===== src/rtl/tdm_demux4b_1to4_pkg.sv =====
// Shared definitions for the 4:1 TDM receive path: framing states and slot geometry.
package tdm_defs;
  localparam int SLOTS  = 4;
  localparam int SLOT_W = 2;

  typedef enum logic [1:0] {
    ST_IDLE = 2'd0,
    ST_HUNT = 2'd1,
    ST_RUN  = 2'd2
  } state_t;
endpackage


===== src/rtl/tdm_demux4b_1to4_slot_ctr.sv =====
// Modulo-4 slot counter. Priority: rst, clr, load1, inc. Wraps 3 -> 0 on inc.
module slot_ctr_mod4
  import tdm_defs::*;
(
  input  logic              clk,
  input  logic              rst,
  input  logic              clr,
  input  logic              load1,
  input  logic              inc,
  output logic [SLOT_W-1:0] count
);

  always_ff @(posedge clk) begin
    if (rst || clr) begin
      count <= '0;
    end else if (load1) begin
      count <= SLOT_W'(1);
    end else if (inc) begin
      count <= count + SLOT_W'(1);
    end
  end

endmodule


===== src/rtl/tdm_demux4b_1to4.sv =====
// 1:4 TDM demux: routes beats into shadow lanes and publishes all four lanes on one edge
// once the slot-3 beat arrives (1 clk latency). No backpressure: every valid beat is consumed.
module tdm_demux4b_1to4
  import tdm_defs::*;
#(
  parameter int WIDTH = 4
) (
  input  logic              clk,
  input  logic              rst,
  input  logic              enable,
  input  logic [WIDTH-1:0]  din,
  input  logic              din_valid,
  input  logic              frame_sync,
  output logic [WIDTH-1:0]  out_a,
  output logic [WIDTH-1:0]  out_b,
  output logic [WIDTH-1:0]  out_c,
  output logic [WIDTH-1:0]  out_d,
  output logic              out_valid,
  output logic              frame_done,
  output logic              sync_err,
  output logic [SLOT_W-1:0] slot
);

  state_t           state, state_nxt;
  logic [WIDTH-1:0] shadow0, shadow1, shadow2;

  logic take_sync, take_beat, publish, err;
  logic ctr_clr, ctr_load1, ctr_inc;

  slot_ctr_mod4 u_slot_ctr (
    .clk   (clk),
    .rst   (rst),
    .clr   (ctr_clr),
    .load1 (ctr_load1),
    .inc   (ctr_inc),
    .count (slot)
  );

  always_ff @(posedge clk) begin
    if (rst) begin
      state <= ST_IDLE;
    end else begin
      state <= state_nxt;
    end
  end

  always_comb begin
    state_nxt = state;
    if (!enable) begin
      state_nxt = ST_IDLE;
    end else begin
      case (state)
        ST_IDLE: state_nxt = ST_HUNT;
        ST_HUNT: if (din_valid && frame_sync) state_nxt = ST_RUN;
        ST_RUN:  state_nxt = ST_RUN;
        default: state_nxt = ST_IDLE;
      endcase
    end
  end

  // A sync beat mid-frame restarts the frame: it becomes slot 0 and the partial frame is dropped.
  always_comb begin
    take_sync = 1'b0;
    take_beat = 1'b0;
    publish   = 1'b0;
    err       = 1'b0;
    ctr_clr   = 1'b0;
    ctr_load1 = 1'b0;
    ctr_inc   = 1'b0;
    if (!enable) begin
      ctr_clr = 1'b1;
    end else begin
      case (state)
        ST_HUNT: begin
          if (din_valid && frame_sync) begin
            take_sync = 1'b1;
            ctr_load1 = 1'b1;
          end
        end
        ST_RUN: begin
          if (din_valid) begin
            if (frame_sync && slot != '0) begin
              err       = 1'b1;
              take_sync = 1'b1;
              ctr_load1 = 1'b1;
            end else begin
              ctr_inc = 1'b1;
              if (slot == SLOT_W'(SLOTS - 1)) publish = 1'b1;
              else                            take_beat = 1'b1;
            end
          end
        end
        default: ctr_clr = 1'b1;
      endcase
    end
  end

  always_ff @(posedge clk) begin
    if (rst) begin
      shadow0 <= '0;
      shadow1 <= '0;
      shadow2 <= '0;
    end else if (take_sync) begin
      shadow0 <= din;
    end else if (take_beat) begin
      case (slot)
        2'd0:    shadow0 <= din;
        2'd1:    shadow1 <= din;
        default: shadow2 <= din;
      endcase
    end
  end

  always_ff @(posedge clk) begin
    if (rst) begin
      out_a      <= '0;
      out_b      <= '0;
      out_c      <= '0;
      out_d      <= '0;
      out_valid  <= 1'b0;
      frame_done <= 1'b0;
      sync_err   <= 1'b0;
    end else begin
      frame_done <= publish;
      sync_err   <= err;
      if (publish) begin
        out_a     <= shadow0;
        out_b     <= shadow1;
        out_c     <= shadow2;
        out_d     <= din;
        out_valid <= 1'b1;
      end else if (!enable || state == ST_IDLE) begin
        out_valid <= 1'b0;
      end
    end
  end

endmodule


===== config.mk =====
export PLATFORM = sky130hd
export DESIGN_NAME = tdm_demux4b_1to4
export DESIGN_NICKNAME = d
export VERILOG_FILES = /design/src/rtl/tdm_demux4b_1to4_pkg.sv /design/src/rtl/tdm_demux4b_1to4_slot_ctr.sv /design/src/rtl/tdm_demux4b_1to4.sv
export SDC_FILE = /design/constraint.sdc
export NUM_CORES = 1
export LEC_CHECK = 0
export CORE_ASPECT_RATIO = 2
export CORE_UTILIZATION = 45
export DETAILED_ROUTE_END_ITERATION = 8
export GPL_ROUTABILITY_DRIVEN = 0
export PLACE_DENSITY = 0.78
export RECOVER_POWER = 25
export SYNTH_ARGS = -nofsm -noshare
export SYNTH_HDL_FRONTEND = slang
export SYNTH_SLANG_ARGS = --single-unit

===== constraint.sdc =====
create_clock -name clk -period 1.55 [get_ports clk]
set_input_delay 0.2325 -clock clk [delete_from_list [all_inputs] [get_ports clk]]
set_output_delay 0.2325 -clock clk [all_outputs]
set_load 0.05 [all_outputs]

==> impl_metrics.env <==
export IMPL_placedCellCount=231
export IMPL_grt_pass1_vias=1246
export IMPL_path_class="reg2reg"
export IMPL_synthFlopType="dfxtp_1"
export IMPL_seqPwrFrac=0.538
export IMPL_path_cells="inv_1 > ha_4 > nand2_2 > o2111ai_4 > mux2i_1"
export IMPL_p_int_mw=1.31
export IMPL_p_sw_mw=0.373
export IMPL_wl_per_cell_microns=14.2
export IMPL_yosysWarnings=0
export IMPL_finalSetupViolCount=0
export IMPL_synth_commonest_cells="39 x nand2_1, 35 x dfxtp_1, 16 x a21oi_1"
export IMPL_synth_nets=182
export IMPL_worstPathArrival_ns=1.70
export IMPL_cp_required_ns=1.76
export IMPL_antenna_left=0
export IMPL_fin_skew_ns=0.00280
export IMPL_cts_setup_buffers=0
export IMPL_hold_buffers=0
export IMPL_yosysTopAreaCell="dfxtp_1"
export IMPL_die_area_sq_um=3670
export IMPL_portBuffers=29
export IMPL_ys_seq_area_frac=0.456
export IMPL_hold_viol_final=0
export IMPL_drc=2
export IMPL_ir_drop_uv=725
export IMPL_cts_buffer_depth=2
export IMPL_cts_tree="done"
export IMPL_synth_cell_type_count=29
export IMPL_synth_top_area_frac=0.456
export IMPL_grt_pass1_wl_microns=5740
export IMPL_worst_path_max_fanout=4
export IMPL_fin_cells=238
export IMPL_violations="design-rule violations"
export IMPL_grt_max_degree=35
export IMPL_fillCellCount=276
export IMPL_fin_crit_sh=0.957
export IMPL_critical_path_slowest_cell="dfxtp_1"
export IMPL_avgSynthCellArea_sq_um=9.20
export IMPL_die_y_microns=84.6
export IMPL_endpoint_kind="flop"
export IMPL_yosys_top_cells_area="dfxtp_1 46%, nand2_1 9.5%, a21oi_2 5.7%"
export IMPL_routed_wirelength_microns=3390
export IMPL_syn_inst=167
export IMPL_clock_latency_ns=0.28
export IMPL_antenna_found_initial=0
export IMPL_crit_path_max_incr_delay_ns=0.38
export IMPL_cellPowerDensity_nw_per_um2=843
export IMPL_start_util=0.476
export IMPL_layout_min_cycle_time_ns=1.48
export IMPL_dp_hpwl_microns=2510
export IMPL_rows=29
export IMPL_drv_cap=0
export IMPL_sw_frac_of_total=0.222
export IMPL_async_flop_share=0
export IMPL_gr_usage_all_layers=0.212
export IMPL_layout_drive_gt1_share=0.290
export IMPL_timing_fmax_ghz=0.674
export IMPL_holdCritPathClass="reg2reg"
export IMPL_first_pass_iters=6
export IMPL_clk_pin_slew_ns=0.07
export IMPL_status="finished with violations"
export IMPL_slew_headroom=0.602
export IMPL_routed_via_count=1259
export IMPL_htreeDepth=2
export IMPL_cp_start_kind="flop"
export IMPL_n_antenna_cell=0
export IMPL_grt_overflow=0
export IMPL_synth_most_common_cell="nand2_1"
export IMPL_drt_iter0_drc=20
export IMPL_final_nets=222
export IMPL_leakagePower_nw=0.717
export IMPL_tightest_slew_ns=0.600
export IMPL_synth_area_sq_um=1540
export IMPL_root_buffer="clkbuf_8"
export IMPL_p_total_mw=1.68
export IMPL_ys_ff_latch=35
export IMPL_slew_viol_final=0
export IMPL_synth_edf_count=0
export IMPL_coreArea_sq_um=3230
export IMPL_die_w_microns=43.3
export IMPL_cts_sinks=35
export IMPL_pwr_share_clk=0.390
export IMPL_share_comb_of_total_power=0.071
export IMPL_cts_buffers_inserted=5
export IMPL_vias_per_cell=5.29
export IMPL_io_pins=30
export IMPL_syn2layout_area_growth_pct=29.7
-- metrics by stage --
stage	worst slack (ns)	area [sq um]	util	hold WS (ns)	TNS, ns
3_3_place_gp	-0.0737	1890	0.587	0.446	-0.384
3_5_place_dp	-0.110	1890	0.587	0.443	-1.50
4_1_cts	0.00531	1990	0.617	0.452	0
2_1_floorplan	0.00323	1570	-	0.359	0
6_report	0.0665	1990	0.617	0.450	0
5_1_grt	-0.00666	1990	0.617	0.468	-0.00666
-- flip-flops by register name (all words and copies together) (netlist names) --
register	cells
state	2
frame_done	1
shadow0	4
out_b	4
out_d	4
sync_err	1
out_a	4
out_c	4
u_slot_ctr.count	2
shadow2	4
out_valid	1
shadow1	4
-- critical path, delay by kind of cell, from the launching register on --
| kind | cells | cell delay (ns) |
|---|---|---|
| flops | 1 | 0.38 |
| fa+ha+maj | 1 | 0.30 |
| compound gates | 1 | 0.29 |
| mux | 1 | 0.23 |
| buf+inv | 1 | 0.11 |
| simple gates | 1 | 0.09 |
-- layer usage --
metal | track usage | part of all wire
met1 | 0.209 | 0.36
met4 | 0.134 | 0.032
met5 | 0 | 0
met2 | 0.379 | 0.58
met3 | 0.0430 | 0.030
-- worst paths after layout --
| check | slack, ns | to | depth (start not counted) | from |
|---|---|---|---|---|
| worst min register to register | 0.45 | out_c[3]$_SDFFE_PP0P_ | 2 | shadow2[3]$_SDFFE_PP0P_ |
| worst max-delay path | 0.07 | shadow1[0]$_SDFFE_PP0P_ | 5 | state[1]$_SDFFE_PP0P_ |
| worst min-delay path | 0.45 | out_c[3]$_SDFFE_PP0P_ | 2 | shadow2[3]$_SDFFE_PP0P_ |
| worst max register to register | 0.07 | shadow1[0]$_SDFFE_PP0P_ | 5 | state[1]$_SDFFE_PP0P_ |
-- what timing repair did --
item	CTS	global route
pin swaps	0	3
setup endpoints to repair	6	22
resized for setup	2	12
-- cells by family (layout without fill, tap and decap cells) --
logic type,after synthesis,count (layout),share of synthesized area
AOI/OAI and AO/OA,29,29,0.143
xor gates and xnor gates,1,1,0.00570
adders and majority gates,6,6,0.0489
buffers and inverters,13,53,0.0537
DFF,35,35,0.456
muxes,8,8,0.0521
and+or+nand+nor,75,75,0.241
-- placed cells by master, fill, tap and decap left out, types with 5 or more instances in the layout --
| cell | instances |
|---|---|
| a21oi_1 | 16 |
| a21oi_2 | 10 |
| buf_4 | 17 |
| clkbuf_1 | 13 |
| clkbuf_8 | 6 |
| clkdlybuf4s50_1 | 8 |
| dfxtp_1 | 32 |
| mux2i_1 | 8 |
| nand2_1 | 38 |
| nand2_2 | 5 |
| nand2b_1 | 12 |
| nand3_1 | 7 |
-- cell type report --
cell class              instances  area (sq um)  area share
clock inverters                 1          5.00     0.00251
flip-flops and latches         35           709       0.356
clock buffers                   6          82.6      0.0414
inverters                       5          18.8     0.00942
multi-input cells             119           831       0.417
well taps                      31          38.8      0.0195
repair buffers                 41           308       0.154
-- power by group through the flow --
stage / Sequential [mW] / Combinational, mW / Clock, mW
floorplan: 0.923 / 0.0541 / 0
global placement: 0.923 / 0.103 / 0
detailed placement: 0.923 / 0.107 / 0
CTS: 0.903 / 0.110 / 0.671
global route: 0.903 / 0.130 / 0.718
finish: 0.904 / 0.120 / 0.656
No activity file was read; power rests on OpenSTA's default activity.
==> RTL change: new RTL, config.mk and constraints unchanged <==
The package constant `SLOT_W` goes from 2 to 3.
--- a/src/rtl/tdm_demux4b_1to4_pkg.sv
+++ b/src/rtl/tdm_demux4b_1to4_pkg.sv
@@ -1,7 +1,7 @@
 // Shared definitions for the 4:1 TDM receive path: framing states and slot geometry.
 package tdm_defs;
   localparam int SLOTS  = 4;
-  localparam int SLOT_W = 2;
+  localparam int SLOT_W = 3;
 
   typedef enum logic [1:0] {
     ST_IDLE = 2'd0,
Ports: changed (resized slot); port bits go from 30 to 31. No check against the original RTL was run, so the function may have changed too.
==> RTL change against the unedited design <==
Routed wire length increased by 15%. Area after synthesis increased by 1.3%. Critical path depth increased by 3. Sequential share of layout area decreased by 3.8 points. Worst setup slack got worse by 0.16 ns. The run ends with DRC, setup timing left. Final area increased by 16%. Hold slack improved by 0.031 ns. Cell count increased by 1.7%. Critical endpoint is now shadow0[3]. Utilization increased by 10 points. Synthesized cell count decreased by 9.0%. Sequential cell count increased by 1. Total power increased by 8.6%.
==> RTL change: results (changes against the unedited design) <==
Power and ir drop
  – Pwr dens: 787.3 nW/um2 (was 842.8 nW/um2)
  – Leak pwr: 0.0009087 uW (was 0.0007169 uW)

Place
  – HPWL after DPL: 2565 um (was 2512 um)
  – Worst slack, placed: -0.2488 ns (was -0.1099 ns)

Worst setup path
  – Worst Reg2Reg Path Length in Cells: 8 (was 5)

Min path
  – Worst hold path endpoint: out_valid (was out_c[3])

Finish
  – Final nets: 226 (was 222)

STA
  – Final setup viols: 30 (was 0)
  – Slew HR: 0.5976 (was 0.6015)
  – Setup Total Neg Slack: -1.413 ns (was 0 ns)
  – Worst Slack Setup Final: -0.09689 ns (was 0.06651 ns)
  – Hold slack: 0.4815 ns (was 0.4502 ns)

Yosys
  – Synth cell count leaders: dfxtp_1 (36), mux2i_1 (29), nor2_1 (25) (was nand2_1 (39), dfxtp_1 (35), a21oi_1 (16))
  – Sequential fraction of the synthesis area: 0.4630 (was 0.4560)
  – Synth area leaders: dfxtp_1 (46%), mux2i_1 (19%), nor2_1 (6.0%), ha_1 (5.6%), nand2b_1 (4.8%) (was dfxtp_1 (46%), nand2_1 (9.5%), a21oi_2 (5.7%), nand2b_1 (5.3%), a21oi_1 (5.2%))
  – Syn avg cell area: 10.24 um2 (was 9.200 um2)
  – Mapped Nets: 168 (was 182)

Routing
  – Starting DRC count in detailed routing: 19 (was 20)
  – DRC Markers: 2 (unchanged)
  – Wire per inst: 16.04 um (was 14.24 um)
  – Vias/cell: 5.302 (was 5.290)
  – Via count: 1,283 (was 1,259)

Clocking
  – Post_cts resized: 26 (was 2)

Run status
  – Failing checks: DRC, setup timing (was DRC)
  – Status: complete, but fails checks (unchanged)

Floorplanning
  – Die area: 3712 um2 (was 3666 um2)
## RTL change: cell count changes in the layout (fill, tap and decap cells not counted), sizes merged, moves of 2 or more
cell and delta:
clkbuf -7, nand3 -5, mux2i +21, a2111oi +2, a21oi -22, and3 -2, nor3 +3, inv +4
nand2 -36, nor2 +24, buf +21
## RTL change: area by class of cell
cell class	count	area (um2)	share of cell area
multi-input combinational	104	955.9	0.4125
sequential	36	737.0	0.3180
timing repair buffer	55	445.4	0.1922
clock buffer	6	93.84	0.04050
tap	31	38.79	0.01674
inverter	8	35.03	0.01512
clock inverter	2	11.26	0.004860
## RTL change: layer usage
layer	global-route usage	wire (um)
met1	0.2314	1423
met2	0.3881	2202
met3	0.04043	128
met4	0.1250	127
met5	0	0
## RTL change: cells by family after synthesis
logic type,synth area share
muxes,0.1865
DFF,0.4630
AOI/OAI and AO/OA,0.06833
buffers and inverters,0.03376
xor gates and xnor gates,0.005628
and+or+nand+nor,0.1865
adders and majority gates,0.05627
